File: src/rtl/uart_prog_loader.sv
// Parses framed program-load packets from a UART byte stream and writes the payload
// as little-endian 32-bit words to memory over a req/gnt port.
module uart_prog_loader #(
  parameter int unsigned       ADDR_W       = 32,
  parameter logic [ADDR_W-1:0] BASE_ADDR    = '0,
  parameter logic [7:0]        SYNC_BYTE    = 8'hA5,
  parameter int unsigned       TIMEOUT_CLKS = 32'd1000000
) (
  input  logic              i_Clock,
  input  logic              rst_ni,
  input  logic              i_Rx_DV,
  input  logic [7:0]        i_Rx_Byte,
  output logic              o_mem_req,
  output logic [ADDR_W-1:0] o_mem_addr,
  output logic [31:0]       o_mem_wdata,
  input  logic              i_mem_gnt,
  output logic              o_busy,
  output logic              o_done,
  output logic              o_err,
  output logic [1:0]        o_err_code,
  output logic [15:0]       o_word_cnt
);

  typedef enum logic [2:0] {
    StIdle,
    StLenLo,
    StLenHi,
    StData,
    StCsum,
    StFinish
  } state_e;

  localparam logic [31:0] TmoLast = 32'(TIMEOUT_CLKS - 1);

  state_e              state_q, state_d;
  logic [15:0]         len_q, len_d;
  logic [7:0]          csum_q, csum_d;
  logic [1:0]          byte_idx_q, byte_idx_d;
  logic [23:0]         word_q, word_d;
  logic [15:0]         word_idx_q, word_idx_d;
  logic                req_q, req_d;
  logic [ADDR_W-1:0]   addr_q, addr_d;
  logic [31:0]         wdata_q, wdata_d;
  logic                done_q, done_d;
  logic                err_q, err_d;
  logic [1:0]          code_q, code_d;
  logic [15:0]         cnt_q, cnt_d;
  logic [31:0]         tmo_q, tmo_d;
  logic                csum_ok_q, csum_ok_d;

  logic       counting;
  logic       abort;
  logic [1:0] abort_code;

  assign counting = (state_q == StLenLo) || (state_q == StLenHi) ||
                    (state_q == StData)  || (state_q == StCsum);

  always_comb begin
    state_d    = state_q;
    len_d      = len_q;
    csum_d     = csum_q;
    byte_idx_d = byte_idx_q;
    word_d     = word_q;
    word_idx_d = word_idx_q;
    req_d      = req_q;
    addr_d     = addr_q;
    wdata_d    = wdata_q;
    done_d     = 1'b0;
    err_d      = 1'b0;
    code_d     = code_q;
    cnt_d      = cnt_q;
    csum_ok_d  = csum_ok_q;
    abort      = 1'b0;
    abort_code = 2'd0;

    if (req_q && i_mem_gnt) begin
      req_d = 1'b0;
      cnt_d = cnt_q + 16'd1;
    end

    if (state_q == StIdle || i_Rx_DV) begin
      tmo_d = '0;
    end else if (counting) begin
      tmo_d = tmo_q + 32'd1;
    end else begin
      tmo_d = tmo_q;
    end

    // A byte in the same cycle always beats the timeout.
    if (counting && !i_Rx_DV && (tmo_q == TmoLast)) begin
      abort      = 1'b1;
      abort_code = 2'd1;
    end

    unique case (state_q)
      StIdle: begin
        if (i_Rx_DV && (i_Rx_Byte == SYNC_BYTE)) begin
          state_d    = StLenLo;
          csum_d     = '0;
          cnt_d      = '0;
          byte_idx_d = '0;
          word_idx_d = '0;
        end
      end
      StLenLo: begin
        if (i_Rx_DV) begin
          len_d[7:0] = i_Rx_Byte;
          csum_d     = csum_q ^ i_Rx_Byte;
          state_d    = StLenHi;
        end
      end
      StLenHi: begin
        if (i_Rx_DV) begin
          len_d[15:8] = i_Rx_Byte;
          csum_d      = csum_q ^ i_Rx_Byte;
          state_d     = ({i_Rx_Byte, len_q[7:0]} == 16'd0) ? StCsum : StData;
        end
      end
      StData: begin
        if (i_Rx_DV) begin
          if ((byte_idx_q == 2'd3) && req_q && !i_mem_gnt) begin
            abort      = 1'b1;
            abort_code = 2'd2;
          end else begin
            csum_d     = csum_q ^ i_Rx_Byte;
            byte_idx_d = byte_idx_q + 2'd1;
            case (byte_idx_q)
              2'd0: word_d[7:0]   = i_Rx_Byte;
              2'd1: word_d[15:8]  = i_Rx_Byte;
              2'd2: word_d[23:16] = i_Rx_Byte;
              default: begin
                req_d      = 1'b1;
                wdata_d    = {i_Rx_Byte, word_q};
                addr_d     = BASE_ADDR + ADDR_W'({word_idx_q, 2'b00});
                word_idx_d = word_idx_q + 16'd1;
                if ((word_idx_q + 16'd1) == len_q) begin
                  state_d = StCsum;
                end
              end
            endcase
          end
        end
      end
      StCsum: begin
        if (i_Rx_DV) begin
          csum_ok_d = (i_Rx_Byte == csum_q);
          state_d   = StFinish;
        end
      end
      StFinish: begin
        if (!req_q) begin
          state_d = StIdle;
          if (csum_ok_q) begin
            done_d = 1'b1;
          end else begin
            err_d  = 1'b1;
            code_d = 2'd3;
          end
        end
      end
      default: state_d = StIdle;
    endcase

    // Abort abandons any pending write and drops the byte seen this cycle.
    if (abort) begin
      req_d   = 1'b0;
      err_d   = 1'b1;
      code_d  = abort_code;
      state_d = StIdle;
      tmo_d   = '0;
    end
  end

  always_ff @(posedge i_Clock or negedge rst_ni) begin
    if (!rst_ni) begin
      state_q    <= StIdle;
      len_q      <= '0;
      csum_q     <= '0;
      byte_idx_q <= '0;
      word_q     <= '0;
      word_idx_q <= '0;
      req_q      <= 1'b0;
      addr_q     <= '0;
      wdata_q    <= '0;
      done_q     <= 1'b0;
      err_q      <= 1'b0;
      code_q     <= '0;
      cnt_q      <= '0;
      tmo_q      <= '0;
      csum_ok_q  <= 1'b0;
    end else begin
      state_q    <= state_d;
      len_q      <= len_d;
      csum_q     <= csum_d;
      byte_idx_q <= byte_idx_d;
      word_q     <= word_d;
      word_idx_q <= word_idx_d;
      req_q      <= req_d;
      addr_q     <= addr_d;
      wdata_q    <= wdata_d;
      done_q     <= done_d;
      err_q      <= err_d;
      code_q     <= code_d;
      cnt_q      <= cnt_d;
      tmo_q      <= tmo_d;
      csum_ok_q  <= csum_ok_d;
    end
  end

  assign o_mem_req   = req_q;
  assign o_mem_addr  = addr_q;
  assign o_mem_wdata = wdata_q;
  assign o_busy      = (state_q != StIdle);
  assign o_done      = done_q;
  assign o_err       = err_q;
  assign o_err_code  = code_q;
  assign o_word_cnt  = cnt_q;

endmodule

File: config.mk
export PLATFORM = sky130hd
export DESIGN_NAME = uart_prog_loader
export DESIGN_NICKNAME = d
export VERILOG_FILES = /design/src/rtl/uart_prog_loader.sv
export SDC_FILE = /design/constraint.sdc
export NUM_CORES = 1
export LEC_CHECK = 0
export CAP_MARGIN = 20
export CORE_MARGIN = 1
export CORE_UTILIZATION = 55
export CTS_BUF_LIST = sky130_fd_sc_hd__clkbuf_16
export CTS_CLUSTER_SIZE = 10
export DETAILED_ROUTE_END_ITERATION = 12
export MAX_ROUTING_LAYER = met4
export PLACE_DENSITY = 0.79
export SYNTH_ARGS = -nofsm -noshare
export SYNTH_HDL_FRONTEND = slang
export SYNTH_SLANG_ARGS = --single-unit
export TNS_END_PERCENT = 1
File: constraint.sdc
create_clock -name i_Clock -period 8.05 [get_ports i_Clock]
set_input_delay 0.805 -clock i_Clock [delete_from_list [all_inputs] [get_ports i_Clock]]
set_output_delay 0.805 -clock i_Clock [all_outputs]
set_load 0.01 [all_outputs]
==> metrics.yaml, run 1 <==
synth:
  ys_seq_area_frac: 0.508
  postSynth.asyncResetShare: 1.00
  syn_avg_cell_area_um2: 9.79
  ys_ff_latch: 171
  synth.distinct_cells: 63
  synth_compound_gate_area_share: 0.0809
  synth_edf_count: 0
  synth_area_um2: 8430
  synth-main-ff-cell: "dfrtp_1"
  synthAdderAreaFrac: 0.0143
  synth_top_family_by_area: "simple AND/OR/NAND/NOR gates"
  ys_warn_count: 0
  synth_xor_area_frac: 0.0572
  synthMuxAreaShare: 0.0745
  netlist_instances: 861
  yosys.area_share.simple: 0.222
placement:
  dpl_cell_area_um2: 9260
  dp_slack_ns: 4.09
  port_buffers: 81
  hpwl_um: 12000
  place_congestion: 0.877
sta:
  finalHoldViolations: 0
  min_period_ns: 3.57
  finalClockSkew_ns: 0.00974
  timing.final.crit_share: 0.443
  timing.fmax_mhz: 280
  rsz0062_at_grt: "false"
  slew_headroom: 0.365
  worstMarginPinSlew_ns: 0.952
  tns_ns: 0
  drv_slew: 0
  worst_slack_ns: 4.48
  finalSetupViolations: 0
final_layout:
  nets: 941
  final_cell_area_um2: 9890
  antenna_cells: 0
  final_util: 0.670
  drive_gt1_frac: 0.119
  area_growth_pct: 17.4
worst_setup_path:
  crit_start: "word_idx_q[0]"
  crit_required_ns: 8.36
  crit_path_end: "len_q[7]"
  critical_path.top_delay_family: "simple AND/OR/NAND/NOR gates"
  ff2ff_path_depth: 8
  critPathKind: "reg -> reg"
  critPathLaunchType: "register"
  cp.depth: 8
  crit_chain: "ha_1 > nand3_2 > nor4_2 > xnor2_1 > nor4_2 > nand4_2 > a211oi_4 > mux2_2"
  r2r_slack_ns: 4.48
  crit_slowest_cell: "a211oi_4"
  cp_common_cell: "nor4_2"
  path_max_fanout: 9
  rr_endpoint: "len_q[7]"
  cp.arrival_ns: 3.88
  timing.rr.start: "word_idx_q[0]"
  cp_num_buf_inv: 0
  end_kind: "register"
  crit_path_max_incr_delay_ns: 0.56
floorplan:
  die_w_um: 126
  start_util: 0.571
  coreArea_um2: 14800
  die_y_um: 126
  die_area_um2: 15800
  ios: 98
  rows: 44
clock_network:
  cts_root_buf: "clkbuf_16"
  cts.clk_slew.worst_paths_ns: 0.07
  htree_num_levels: 4
  cts_resized: 0
  cts.sinks: 171
  cts_tree: "built"
  cts_made_buffers: 17
  cts_setup_buffers: 0
  clk_latency_ns: 0.43
  clockBufferDepth: 2
  cts-hold-fix-buffers: 0
drt:
  wl_um: 18500
  first_pass_iters: 5
  drt_iter0_markers: 626
  drt.antenna.violating_nets: 0
  drc: 0
  via_per_inst: 5.80
  dr_total_vias: 6486
  wl_per_cell_um: 16.5
global_route:
  grtUsageMet2: 0.391
  use_met1: 0.336
  grt_pass1_wl_um: 31100
  grt_use_met3: 0.0629
  grt_pass1_vias: 6179
  grt_max_degree: 97
  gr-total-overflow: 0
  track_usage: 0.257
  top_usage_layer: "met2"
  antenna_found_initial: 0
run:
  maxCapViolCount: 0
worst_hold_path:
  hold_path.class: "in -> async"
pwr:
  p_leak_nw: 4.45
  power_density_nw_per_um2: 303
  peakVddDrop_v: 0.000209
status:
  outcome: "completed"
## per-layer routing
| metal | vias to the layer above | wire length, µm |
|---|---|---|
| met5 | - | 0 |
| met4 | 0 | 428 |
| met3 | 41 | 1000 |
| met2 | 198 | 8660 |
| met1 | 3202 | 8370 |
| li1 | 3045 | - |
## registers in the layout (all words and copies together) (netlist names)
| signal | count |
|---|---|
| o_word_cnt | 16 |
| csum_ok_q | 1 |
| o_mem_wdata | 32 |
| tmo_q | 32 |
| word_q | 24 |
| o_err | 1 |
| csum_q | 8 |
| len_q | 16 |
| o_err_code | 2 |
| byte_idx_q | 2 |
| o_mem_req | 1 |
| o_done | 1 |
| state_q | 3 |
| o_mem_addr | 16 |
| word_idx_q | 16 |
## layout by cell type, fill, tap and decap left out, drive strengths merged, types with 3 or more instances in the layout
cell / n
a211oi: 6
dfrtp: 171
o31ai: 5
nor2: 74
a31oi: 6
clkbuf: 17
xnor2: 26
and2: 9
nor2b: 9
and3: 24
nand3: 26
o22ai: 3
nor3: 13
a21oi: 16
nor4: 18
o21ai: 54
nand2: 159
and4: 4
a311oi: 3
mux2: 54
clkinv: 6
buf: 8
nand4: 22
conb: 16
inv: 21
ha: 8
clkdlybuf4s50: 80
xor2: 29
or2: 4
or3: 6
nand2b: 5
## per-stage QoR
step | hold slack, ns | power, mW | std cells
after global placement | 0.447 | 2.12 | 1084
final | 0.436 | 3.00 | 1118
after global routing | 0.494 | 3.17 | 1118
after detailed placement | 0.453 | 2.15 | 1084
after floorplan | 0.433 | 1.82 | 876
after CTS | 0.471 | 3.00 | 1116
## cell usage after synthesis, types with 18 or more instances
| cell | number | area (µm²) |
|---|---|---|
| mux2_2 | 54 | 608 |
| o21ai_0 | 54 | 270 |
| nand2_1 | 159 | 597 |
| dfrtp_1 | 171 | 4280 |
| nand3_1 | 24 | 120 |
| nand4_1 | 20 | 125 |
| xnor2_1 | 26 | 228 |
| and3_1 | 24 | 150 |
| buf_4 | 18 | 135 |
| nor2_1 | 74 | 278 |
| xor2_1 | 29 | 254 |
| clkbuf_1 | 37 | 139 |
## worst register-to-register path: stages (launching register included)
cell and delay, ns:
dfrtp_1 0.52, ha_1 0.40, nand3_2 0.21, nor4_2 0.52
xnor2_1 0.16, nor4_2 0.47, nand4_2 0.21, a211oi_4 0.56
mux2_2 0.40
## cell families after synthesis
| family | count (synthesis) |
|---|---|
| muxes | 56 |
| other | 1 |
| adders and majority gates | 10 |
| AOI/OAI and AO/OA | 110 |
| and+or+nand+nor | 382 |
| DFF | 171 |
| xor gates and xnor gates | 55 |
| buffers and inverters | 76 |
## worst min-delay path by stage
stage,slack (ns),cells past startpoint,end,from
after floorplan,0.43,2,o_mem_wdata[0],word_q[0]
after global placement,0.45,2,o_mem_wdata[17],word_q[17]
after detailed placement,0.45,2,o_mem_wdata[23],word_q[23]
after CTS,0.47,2,o_mem_wdata[3],word_q[3]
after global routing,0.49,2,o_mem_wdata[8],word_q[8]
final,0.44,1,o_word_cnt[7],rst_ni
## power breakdown
group	internal [mW]	leakage (nW)	total [mW]	switching (mW)
combinational	0.444	1.87	0.884	0.440
clock	0.470	0.301	0.834	0.364
sequential	1.09	2.27	1.28	0.193
total	2.00	4.45	3.00	0.997
## area by class of cell
cell class / count / area [µm²]
inverters: 14 / 52.6
clock buffers: 17 / 425
repair buffers: 88 / 872
flip-flops and latches: 171 / 4280
multi-input cells: 629 / 3850
fillers: 1120 / 4860
clock inverters: 15 / 184
well taps: 184 / 230
No activity file was read; power rests on OpenSTA's default activity.
==> inputs of run 2 (changes only) <==
CORE_UTILIZATION = 51   (was 55)
PLACE_DENSITY = 0.77   (was 0.79)
clock period = 2.85 ns   (was 8.05 ns; I/O delays follow)
==> metrics.yaml, run 2 (synthesis results as in run 1) <==
global_route:
  grt_pass1_wl_um: 31700  # +2.0%
  gr-total-overflow: 0  # unchanged
  track_usage: 0.249  # -0.00742
  grt_max_degree: 72  # -26%
  grt_pass1_vias: 6445  # +4.3%
  antenna_found_initial: 0  # unchanged
drt:
  wl_per_cell_um: 16.1  # -2.8%
  first_pass_iters: 5  # unchanged
  wl_um: 19300  # +4.4%
  dr_total_vias: 6615  # +2.0%
  drt.antenna.violating_nets: 0  # unchanged
  via_per_inst: 5.51  # -5.1%
  drt_iter0_markers: 583  # -6.9%
  drc: 0  # unchanged
final_layout:
  antenna_cells: 0  # unchanged
  final_common_cell: "dfrtp_1"
  nets: 992  # +5.4%
  nFillCells: 1346  # +20%
  layout_common_cells: "dfrtp_1 (169), nand2_1 (158), clkdlybuf4s50_1 (80)"
  area_growth_pct: 23.3
  drive_gt1_frac: 0.165  # +0.0466
floorplan:
  rows: 46  # +4.5%
  die_w_um: 131  # +3.8%
  die_y_um: 131  # +3.8%
  ios: 98  # unchanged
  start_util: 0.527  # -0.0445
  coreArea_um2: 16000  # +8.4%
  die_area_um2: 17000  # +7.7%
pwr:
  p_leak_nw: 4.75  # +6.8%
  power_density_nw_per_um2: 832  # +170%
  peakVddDrop_v: 0.000539  # +160%
worst_hold_path:
  hold_path.class: "in -> async"
placement:
  dp_slack_ns: -0.352  # -4.44 ns
  hpwl_um: 13100  # +8.9%
  port_buffers: 81  # unchanged
  place_congestion: 0.919  # +4.7%
sta:
  rsz0062_at_grt: "false"
  worst_slack_ns: 0.147  # -4.34 ns
  tns_ns: 0  # unchanged
  slew_headroom: 0.579  # +0.214
  hold-worst-slack_ns: 0.411  # -0.0251 ns
  finalClockSkew_ns: 0.0104  # +0.000696 ns
  finalHoldViolations: 0  # unchanged
  drv_slew: 0  # unchanged
  worstMarginPinSlew_ns: 0.632  # -0.320 ns
  timing.fmax_mhz: 370  # +32%
  timing.final.crit_share: 0.948  # +0.505
  finalSetupViolations: 0  # unchanged
  min_period_ns: 2.70  # -0.863 ns
worst_setup_path:
  rr_endpoint: "len_q[6]"
  critPathLaunchType: "register"
  timing.rr.start: "word_idx_q[4]"
  r2r_slack_ns: 0.15  # -4.34 ns
  crit_path_end: "len_q[6]"
  crit_required_ns: 3.17  # -5.19 ns
  cp.arrival_ns: 3.03  # -0.85 ns
  end_kind: "register"
  path_max_fanout: 9  # unchanged
  ff2ff_path_depth: 8  # unchanged
  critPathKind: "reg -> reg"
  crit_start: "word_idx_q[4]"
clock_network:
  cts_root_buf: "clkbuf_16"
  cts_made_buffers: 17  # unchanged
  cts.clk_slew.worst_paths_ns: 0.07  # about the same
  htree_num_levels: 4  # unchanged
  clockBufferDepth: 2  # unchanged
  cts_tree: "built"
  clk_latency_ns: 0.44  # about the same
  cts.sinks: 171  # unchanged
run:
  maxCapViolCount: 0  # unchanged
status:
  outcome: "completed"
[run 2: cell count changes in the layout (fill, tap and decap cells not counted), sizes merged]
cell	previous run	this run
dlygate4sd3	0	1
buf	8	58
clkinv	6	8
bufinv	2	0
[run 2: report_power, final]
part | switching, mW | leakage [nW] | total [mW] | internal (mW)
registers | 0.479 | 2.27 | 3.54 | 3.06
clock network | 1.14 | 0.300 | 2.34 | 1.20
logic | 1.34 | 2.18 | 2.75 | 1.41
total | 2.97 | 4.75 | 8.64 | 5.67
[run 2: what timing repair did]
action                                 CTS  global route
endpoints found under the hold margin   65             0
gates resized for setup                  0             4
hold buffers                             1             0
setup endpoints to repair                0             8
buffers inserted                         0             1
[run 2: worst min path at each step]
stage | startpoint | end | slack, ns | depth (start not counted)
after global placement | rst_ni | o_word_cnt[9] | 0.33 | 1
after floorplan | rst_ni | byte_idx_q[0] | -0.01 | 0
after CTS | rst_ni | o_word_cnt[8] | 0.44 | 2
final | rst_ni | o_word_cnt[10] | 0.41 | 2
after detailed placement | rst_ni | o_word_cnt[8] | 0.33 | 1
after global routing | rst_ni | o_word_cnt[9] | 0.46 | 2
[run 2: routing by layer]
metal,GRT usage,share of wire,vias up,wire (µm)
met5,-,0,-,0
met4,0.0920,0.017,0,332
met3,0.0383,0.043,32,825
met2,0.403,0.50,161,9580
met1,0.318,0.44,3262,8540
li1,-,-,3160,-
[run 2: layout make-up]
cell class | instances | area, µm² | share of cell area
well taps | 216 | 270 | 0.0260
multi-input cells | 629 | 3860 | 0.372
flip-flops and latches | 171 | 4280 | 0.412
clock inverters | 15 | 194 | 0.0187
clock buffers | 17 | 425 | 0.0410
repair buffers | 139 | 1300 | 0.125
inverters | 14 | 52.6 | 0.00506
[run 2: through the flow]
stage               instance area, µm²  cells  power [mW]  utilization
finish                           10400   1201        8.64        0.649
global route                     10400   1201        9.12        0.649
CTS                              10400   1199        8.69        0.647
detailed placement                9720   1166        6.31        0.608
global placement                  9720   1166        6.20        0.608
floorplan                         8480    876        5.14            -
[run 2: worst max-delay path, cell delays in order (launching register included)]
cell	delay (ns)
dfrtp_1	0.48
and3_1	0.29
nand3_1	0.12
a211o_1	0.30
a221oi_1	0.40
nand4_2	0.19
a211oi_4	0.31
buf_12	0.16
mux2_2	0.33
